==> config.mk <==
export PLATFORM = sky130hd
export DESIGN_NAME = spi_flash_reader
export DESIGN_NICKNAME = d
export VERILOG_FILES = /design/src/rtl/spi_flash_reader.sv
export SDC_FILE = /design/constraint.sdc
export NUM_CORES = 1
export LEC_CHECK = 0
export BUFFER_PORTS_ARGS = -buffer_cell sky130_fd_sc_hd__buf_2
export CAP_MARGIN = 10
export CELL_PAD_IN_SITES_DETAIL_PLACEMENT = 0
export CELL_PAD_IN_SITES_GLOBAL_PLACEMENT = 1
export CORE_ASPECT_RATIO = 1.4
export CORE_MARGIN = 2
export CORE_UTILIZATION = 44
export DETAILED_ROUTE_END_ITERATION = 10
export PLACE_DENSITY = 0.87
export SLEW_MARGIN = 20
export SYNTH_ARGS = -nofsm -noshare
export SYNTH_HDL_FRONTEND = slang
export SYNTH_SLANG_ARGS = --single-unit
==> constraint.sdc <==
create_clock -name clk -period 2.85 [get_ports clk]
set_clock_uncertainty 0.15 [all_clocks]
set_input_delay 0.1425 -clock clk [delete_from_list [all_inputs] [get_ports clk]]
set_output_delay 0.1425 -clock clk [all_outputs]
set_load 0.005 [all_outputs]
==> src/rtl/spi_flash_reader.sv <==
// SPI mode-0 master that issues READ (0x03) + 24-bit address to the config flash
// and streams the returned bytes out over a valid/ready interface.
module spi_flash_reader #(
    parameter int CLK_DIV  = 2,
    parameter int LEN_BITS = 16
) (
    input  logic                clk,
    input  logic                reset,
    input  logic                start,
    input  logic [23:0]         start_addr,
    input  logic [LEN_BITS-1:0] byte_count,
    output logic                busy,
    output logic                done,
    output logic [7:0]          rd_data,
    output logic                rd_valid,
    input  logic                rd_ready,
    output logic                spi_cs_,
    output logic                spi_clk,
    output logic                spi_dq0,
    input  logic                spi_dq1
);

    localparam int DW = $clog2(2 * CLK_DIV + 1);

    typedef enum logic [2:0] {
        IDLE     = 3'd0,
        CS_SETUP = 3'd1,
        CMD      = 3'd2,
        XFER     = 3'd3,
        CS_HOLD  = 3'd4,
        CS_GAP   = 3'd5,
        DONE     = 3'd6
    } state_t;

    state_t              state_r, state_s;
    logic [DW-1:0]       div_r, div_s;
    logic [4:0]          bit_r, bit_s;
    logic [30:0]         shift_r, shift_s;
    logic [6:0]          rx_r, rx_s;
    logic [LEN_BITS-1:0] remain_r, remain_s;
    logic                cs_n_r, cs_n_s;
    logic                sclk_r, sclk_s;
    logic                dq0_r, dq0_s;
    logic                busy_r, busy_s;
    logic                done_r, done_s;
    logic [7:0]          rd_data_r, rd_data_s;
    logic                rd_valid_r, rd_valid_s;
    logic                div_last_s;
    logic [31:0]         cmd_word_s;

    // State and output registers; reset aborts any transaction at once.
    always_ff @(posedge clk or posedge reset) begin
        if (reset) begin
            state_r    <= IDLE;
            div_r      <= '0;
            bit_r      <= 5'd0;
            shift_r    <= 31'd0;
            rx_r       <= 7'd0;
            remain_r   <= '0;
            cs_n_r     <= 1'b1;
            sclk_r     <= 1'b0;
            dq0_r      <= 1'b0;
            busy_r     <= 1'b0;
            done_r     <= 1'b0;
            rd_data_r  <= 8'd0;
            rd_valid_r <= 1'b0;
        end else begin
            state_r    <= state_s;
            div_r      <= div_s;
            bit_r      <= bit_s;
            shift_r    <= shift_s;
            rx_r       <= rx_s;
            remain_r   <= remain_s;
            cs_n_r     <= cs_n_s;
            sclk_r     <= sclk_s;
            dq0_r      <= dq0_s;
            busy_r     <= busy_s;
            done_r     <= done_s;
            rd_data_r  <= rd_data_s;
            rd_valid_r <= rd_valid_s;
        end
    end

    // Next-state and next-output logic for the whole transaction sequence.
    always_comb begin
        state_s    = state_r;
        div_s      = div_r;
        bit_s      = bit_r;
        shift_s    = shift_r;
        rx_s       = rx_r;
        remain_s   = remain_r;
        cs_n_s     = cs_n_r;
        sclk_s     = sclk_r;
        dq0_s      = dq0_r;
        busy_s     = busy_r;
        done_s     = 1'b0;
        rd_data_s  = rd_data_r;
        rd_valid_s = rd_valid_r;
        div_last_s = (div_r == DW'(CLK_DIV - 1));
        cmd_word_s = {8'h03, start_addr};

        if (rd_valid_r && rd_ready) begin
            rd_valid_s = 1'b0;
        end else begin
            rd_valid_s = rd_valid_r;
        end

        case (state_r)
            IDLE: begin
                if (start && (byte_count != '0)) begin
                    state_s  = CS_SETUP;
                    cs_n_s   = 1'b0;
                    sclk_s   = 1'b0;
                    busy_s   = 1'b1;
                    shift_s  = cmd_word_s[30:0];
                    dq0_s    = cmd_word_s[31];
                    remain_s = byte_count;
                    div_s    = '0;
                    bit_s    = 5'd0;
                end else if (start) begin
                    done_s = 1'b1;
                end else begin
                    state_s = IDLE;
                end
            end
            CS_SETUP: begin
                if (div_last_s) begin
                    div_s   = '0;
                    state_s = CMD;
                end else begin
                    div_s = div_r + DW'(1);
                end
            end
            CMD: begin
                if (!div_last_s) begin
                    div_s = div_r + DW'(1);
                end else if (!sclk_r) begin
                    div_s  = '0;
                    sclk_s = 1'b1;
                end else begin
                    div_s   = '0;
                    sclk_s  = 1'b0;
                    shift_s = {shift_r[29:0], 1'b0};
                    if (bit_r == 5'd31) begin
                        bit_s   = 5'd0;
                        dq0_s   = 1'b0;
                        state_s = XFER;
                    end else begin
                        bit_s = bit_r + 5'd1;
                        dq0_s = shift_r[30];
                    end
                end
            end
            XFER: begin
                // A byte is never started while the previous one is still unclaimed.
                if (!sclk_r && (bit_r == 5'd0) && rd_valid_r) begin
                    div_s = '0;
                end else if (!div_last_s) begin
                    div_s = div_r + DW'(1);
                end else if (!sclk_r) begin
                    div_s  = '0;
                    sclk_s = 1'b1;
                    rx_s   = {rx_r[5:0], spi_dq1};
                    if (bit_r == 5'd7) begin
                        rd_data_s  = {rx_r, spi_dq1};
                        rd_valid_s = 1'b1;
                        remain_s   = remain_r - LEN_BITS'(1);
                    end else begin
                        rd_valid_s = rd_valid_s;
                    end
                end else begin
                    div_s  = '0;
                    sclk_s = 1'b0;
                    if (bit_r == 5'd7) begin
                        bit_s = 5'd0;
                        if (remain_r == '0) begin
                            state_s = CS_HOLD;
                        end else begin
                            state_s = XFER;
                        end
                    end else begin
                        bit_s = bit_r + 5'd1;
                    end
                end
            end
            CS_HOLD: begin
                if (div_last_s) begin
                    div_s   = '0;
                    cs_n_s  = 1'b1;
                    state_s = CS_GAP;
                end else begin
                    div_s = div_r + DW'(1);
                end
            end
            CS_GAP: begin
                if (div_r == DW'(2 * CLK_DIV - 1)) begin
                    div_s   = '0;
                    state_s = DONE;
                end else begin
                    div_s = div_r + DW'(1);
                end
            end
            DONE: begin
                if (!rd_valid_r) begin
                    done_s  = 1'b1;
                    busy_s  = 1'b0;
                    state_s = IDLE;
                end else begin
                    state_s = DONE;
                end
            end
            default: begin
                state_s = IDLE;
            end
        endcase
    end

    assign busy     = busy_r;
    assign done     = done_r;
    assign rd_data  = rd_data_r;
    assign rd_valid = rd_valid_r;
    assign spi_cs_  = cs_n_r;
    assign spi_clk  = sclk_r;
    assign spi_dq0  = dq0_r;

endmodule

## Yosys cells after proc, flatten, opt, wreduce, memory -nomap -nowiden

Index checks and enable logic that the tools add are counted.

| word-level totals | value |
|---|---|
| register bits | 79 |
| input bits | 45 |
| output and inout port bits | 14 |
| word-level logic and storage cells | 131 |

| operators by class | value |
|---|---|
| equality and inequality tests | 24 |
| muxes and demuxes | 63 |
| bitwise logic cells | 2 |
| reduce and logical (&&, ||, !) cells | 26 |
| add/subtract/negate cells | 3 |

Operators with widths:

| kind | count |
|---|---|
| two-way mux 31 bit | 3 |
| two-way mux 16 bit | 5 |
| one-hot mux 31 bit (2 select lines) | 1 |
| two-way mux 3 bit | 18 |
| two-way mux 5 bit | 8 |
| one-hot mux 16 bit (2 select lines) | 1 |
| != test 2 bit (second input constant) | 13 |
| one-hot mux 3 bit (7 select lines) | 1 |
| two-way mux 1 bit | 19 |
| zero test 16 bit | 1 |
| nonzero test 16 bit | 1 |
| subtractor 16 x 1 -> 16 bit (second input constant) | 1 |
| one-hot mux 5 bit (3 select lines) | 1 |
| one-hot mux 3 bit (4 select lines) | 1 |
| AND reduction 11 bit | 1 |
| equality test 3 x 2 -> 1 bit (second input constant) | 3 |
| equality test 3 bit (second input constant) | 3 |
| AND reduction 3 bit | 3 |
| one-hot mux 1 bit (2 select lines) | 4 |
| AND reduction 4 bit | 2 |
| nonzero test 2 bit | 4 |
| AND reduction 7 bit | 1 |
| equality test 3 x 1 -> 1 bit (second input constant) | 2 |
| AND reduction 6 bit | 1 |
| 16 further kinds | 20 |

## Longest topological paths before layout

| logic depth | value |
|---|---|
| depth after elaboration | 7 |
| mapped depth | 8 |
| mapped depth without buffers | 8 |

## Worst setup path after synthesis

No wires, ideal clock.

| timing path | value |
|---|---|
| path kind | reg2reg |
| start point | register state_r[2] |
| end point | register remain_r[11] |
| library setup time | 0.121 ns |
| stages on the path, launching flop included | 7 |
| slack | 0.714 ns |
| period minus slack after synthesis | 2.136 ns |
| arrival time | 1.865 ns |
| required time | 2.579 ns |
| path through | dfrtp_1 -> clkbuf_1 -> nand3b_1 -> or4_1 -> o21ai_1 -> o21ai_0 -> a22o_1 |

| on the way | value |
|---|---|
| word-level cells in the longest chain between the ends | 3 |
| elaborated cells between the ends (all ways) | 10 |

Ends and longest elaborated chain:

| element | line | text |
|---|---|---|
| from (decl) | 35 | `state_t state_r, state_s;` |
| from (signal assigned) | 68 | `state_r <= state_s;` |
| equality test 3 x 2 -> 1 bit or zero test 3 bit (tied branches) | 108 | `case (state_r)` |
| != test 2 bit (no source line) or nonzero test 2 bit (tied branches) | - |  |
| AND reduction 6 bit (no source line) | - |  |
| to (signal assigned) | 73 | `remain_r <= remain_s;` |
| to (decl) | 40 | `logic [LEN_BITS-1:0] remain_r, remain_s;` |

Several ways; a longest one is shown, not always the timed one.
A chain may end at the register's enable or synchronous reset.

## Final worst setup path

| timing path | value |
|---|---|
| start point | input port byte_count[12] |
| end point | register remain_r[0] |

| on the way | value |
|---|---|
| word-level cells in the longest chain between the ends | 4 |

Ends and longest elaborated chain:

| element | line | text |
|---|---|---|
| from (decl) | 11 | `input logic [LEN_BITS-1:0] byte_count,` |
| nonzero test 16 bit | 110 | `if (start && (byte_count != '0)) begin` |
| logical AND 1 bit | 110 |  |
| != test 2 bit (no source line) | - |  |
| AND reduction 6 bit (no source line) | - |  |

No other way between the ends.

==> flow_summary_export.csv <==
group,metric,value,unit
layout,finalNetCount,581,
synthesis,yosys.area_share.simple,15.43,%
power,swShare,19.97,%
synthesis,synth_edf_count,0,
synthesis,yosysWarnings,0,
cts,post_cts_buffers,0,
route,wire_per_inst,15.15,µm
power,leakagePower,2.449,nW
layout,final_area,0.005159,mm²
worst_hold_path,holdCritPathClass,"input port to flip-flop",
critical_path,setup.worst_path.start_class,"input port",
critical_path,cp_data_arrival_time,2.79,ns
synthesis,syn_nets,482,
route,firstDrtPassIters,4,
global_route,grt_pass1_vias,3539,
run,drv_cap,0,
cts,clock_latency,0.33,ns
route,detail_route.iter0.violations,165,
route,vias,3528,
synthesis,synth_xor_xnor_area_share,0,%
route,viasPerCell,5.521,
layout,post-route-util,57.46,%
floorplanning,die-height,117.7,µm
critical_path,crit_type,"input port to flip-flop",
layout,area_delta_synth_final,27.02,%
sta,worst_pin_slew,0.8097,ns
cts,clkTransAtPathRegs,0.06,ns
place,dp_hpwl,6.533,mm
place,placed_cell_area,0.004469,mm²
layout,drive_above_1_share,21.62,%
floorplanning,dieWidth,85.20,µm
power,internal-power,0.001909,W
power,p_comb_share,4.9,%
sta,max_freq,370.0,MHz
route,routed_wl,9.679,mm
power,p_seq_share,47.1,%
synthesis,ys_async_sr_fraction,100.0,%
global_route,grt_pass1_wl,16.55,mm
floorplanning,std_cell_rows,41,
synthesis,avgSynthCellArea,9.467,µm²
global_route,grt_max_degree,43,
route,postRouteAntennaNets,0,
floorplanning,core,0.008977,mm²
synthesis,yosys.area.top_type_share,48.06,%
layout,diodes,0,
place,gp_congestion,0.8507,
status,outcome,"completed",
global_route,grt_antenna_before_repair,0,
power,ir_drop,0.4824,mV
sta,tns,0,ns
global_route,grt_overflow_total,0,
synthesis,synth_top_family_by_area,"compound AO/OA/AOI/OAI gates",
synthesis,synth_compound_area_share,21.38,%
sta,min_period_over_period,94.84,%
sta,report.final.setup_viol,0,
sta,max-slew-margin-rel,45.94,%
route,drc,0,
global_route,grt_usage,20.39,%
cts,numCtsBuffers,9,
synthesis,netlist_area,0.004061,mm²
synthesis,ys_types,58,
cts,cts_tree,"done",
synthesis,yosysTopAreaCell,"dfrtp_1",
sta,slew_viol_final,0,
cts,cts-htree-levels,3,
sta,rsz0062_at_grt,"no",
synthesis,ys_ff_latch,79,
place,port_buffers,58,
synthesis,syn-instance-count,429,
cts,clkSinkCount,79,
critical_path,required,2.94,ns
floorplanning,die-area,0.01003,mm²
synthesis,ys.flop_type,"dfrtp_1",
synthesis,synthMuxAreaShare,4.929,%
cts,max-clock-path-buffers,2,
synthesis,yosys-top-cells-area,"dfrtp_1, a21oi_1, mux2_2",
power,power.density,462.4,mW/mm²
critical_path,end_kind,"flip-flop",
floorplanning,initial_core_util,45.24,%
sta,final_hold_viol_count,0,
power,p_switching,0.0004764,W
critical_path,critPathMaxFanout,33,
sta,period_needed,2.703,ns
cts,root_buffer,"clkbuf_16",
power,pwr-share-clk,48.0,%
synthesis,synthAdderAreaFrac,2.465,%
synthesis,ys_seq_area_share,48.71,%
floorplanning,ios,59,
==> power groups by stage <==
stage	registers (W)	clock network (W)	logic, W
after detailed placement	0.00114	0	0.0000758
after global placement	0.00114	0	0.0000743
final	0.00112	0.00114	0.000117
after global routing	0.00112	0.00121	0.000129
after floorplan	0.00114	0	0.0000273
after CTS	0.00112	0.00117	0.000117
==> repair_timing <==
| item | CTS | global route |
|---|---|---|
| endpoints found under the hold margin | 75 | 0 |
| gates resized for setup | 0 | 0 |
| hold buffers | 39 | 0 |
==> cells in the mapped netlist, types with 2 or more instances <==
library cell and instances:
a211oi_1 2, nand3_1 18, o32ai_1 2, a22o_1 3, or4_1 6, mux2_2 16, o211ai_1 5, nor4bb_1 2
nor2b_1 3, o22ai_1 25, or3_1 4, buf_1 2, nand2_1 28, nor4_1 4, a21o_1 4, o21ai_1 16
buf_6 6, buf_2 2, nand2b_1 3, inv_1 37, and3_1 3, nor3_1 10, nor2_1 27, ha_1 8
o21ai_0 18, a31oi_1 4, mux2i_1 2, buf_4 2, a21oi_1 45, clkbuf_1 13, nand4_1 3, dfrtp_1 78
o21a_1 2, a22oi_1 2
==> per-layer routing <==
layer	vias to the layer above	GRT usage [%]	part of all wire, %
met3	18	5.119	4.4
met5	-	0	0
li1	1748	-	-
met2	80	33.89	50
met4	0	8.532	2.5
met1	1682	24.93	43
==> stage by stage <==
step	total power, W	std cells	hold WS [ns]	setup slack [ns]
finish	0.002385	639	0.009495	0.1472
global placement	0.001218	585	0.1747	0.3983
global route	0.002465	639	0.03621	0.03273
CTS	0.002411	639	0.003694	0.1635
floorplan	0.001172	429	0.08895	0.5358
detailed placement	0.001220	585	0.1895	0.3643
==> registers in the layout (all words and copies together) (netlist names), 3 cells and up <==
register and count:
rx_r 7, bit_r 5, state_r 3, shift_r 31, remain_r 16, div_r 3, rd_data 8
==> cell usage in the layout (no fill, tap or decap), types with 2 or more instances in the layout <==
cell / synthesis / final
buf_4: 2 / 15
o32ai_1: 2 / 2
mux2i_1: 2 / 2
clkbuf_16: 0 / 9
a22o_1: 3 / 3
o22ai_1: 25 / 25
nor3_1: 10 / 10
nand4_1: 3 / 3
nand3_1: 18 / 18
or3_1: 4 / 4
a31oi_1: 4 / 4
ha_1: 8 / 8
clkbuf_8: 0 / 2
nand2b_1: 3 / 3
a21o_1: 4 / 4
o211ai_1: 5 / 5
nor2b_1: 3 / 3
o21ai_0: 18 / 18
buf_2: 2 / 58
or4_1: 6 / 6
nor4_1: 4 / 4
a211oi_1: 2 / 2
and3_1: 3 / 3
inv_1: 37 / 36
dfrtp_1: 78 / 78
mux2_2: 16 / 16
nor4bb_1: 2 / 2
nor2_1: 27 / 27
dlygate4sd3_1: 0 / 39
o21a_1: 2 / 2
o21ai_1: 16 / 16
a21oi_1: 45 / 45
a22oi_1: 2 / 2
nand2_1: 28 / 28
==> path summary, 6_finish.rpt <==
check / start / endpoint / slack (ns) / cells after the start
max: byte_count[12] / remain_r[0]$_DFFE_PP0P_ / 0.15 / 8
min: byte_count[0] / remain_r[0]$_DFFE_PP0P_ / 0.009 / 3
max reg2reg: div_r[1]$_DFFE_PP0P_ / remain_r[11]$_DFFE_PP0P_ / 0.33 / 7
min reg2reg: shift_r[27]$_DFFE_PP0P_ / shift_r[28]$_DFFE_PP0P_ / 0.31 / 2
max in group asynchronous: reset / bit_r[2]$_DFFE_PP0P_ / 1.47 / 4
min in group asynchronous: reset / shift_r[16]$_DFFE_PP0P_ / 0.38 / 3
==> worst max-delay path, cell delays in order <==
cell           delay (ns)
dlygate4sd3_1        0.55
buf_2                0.13
or4_1                0.52
or4_1                0.63
buf_4                0.23
nand2_4              0.28
a211oi_1             0.13
a211oi_1             0.17
==> logic make-up after synthesis <==
kind of cell	Yosys count
buf+inv	62
flops	79
mux	18
simple gates	121
fa+ha+maj	8
compound gates	141
==> final cells by class <==
type	count	area, µm²
clock buffers	12	256.5
clock inverters	3	42.54
fillers	743	3819
inverters	37	138.9
multi-input cells	288	1795
flip-flops and latches	79	1978
well taps	107	133.9
repair buffers	113	813.3
Note: power is estimated with default switching activity, not from simulation.
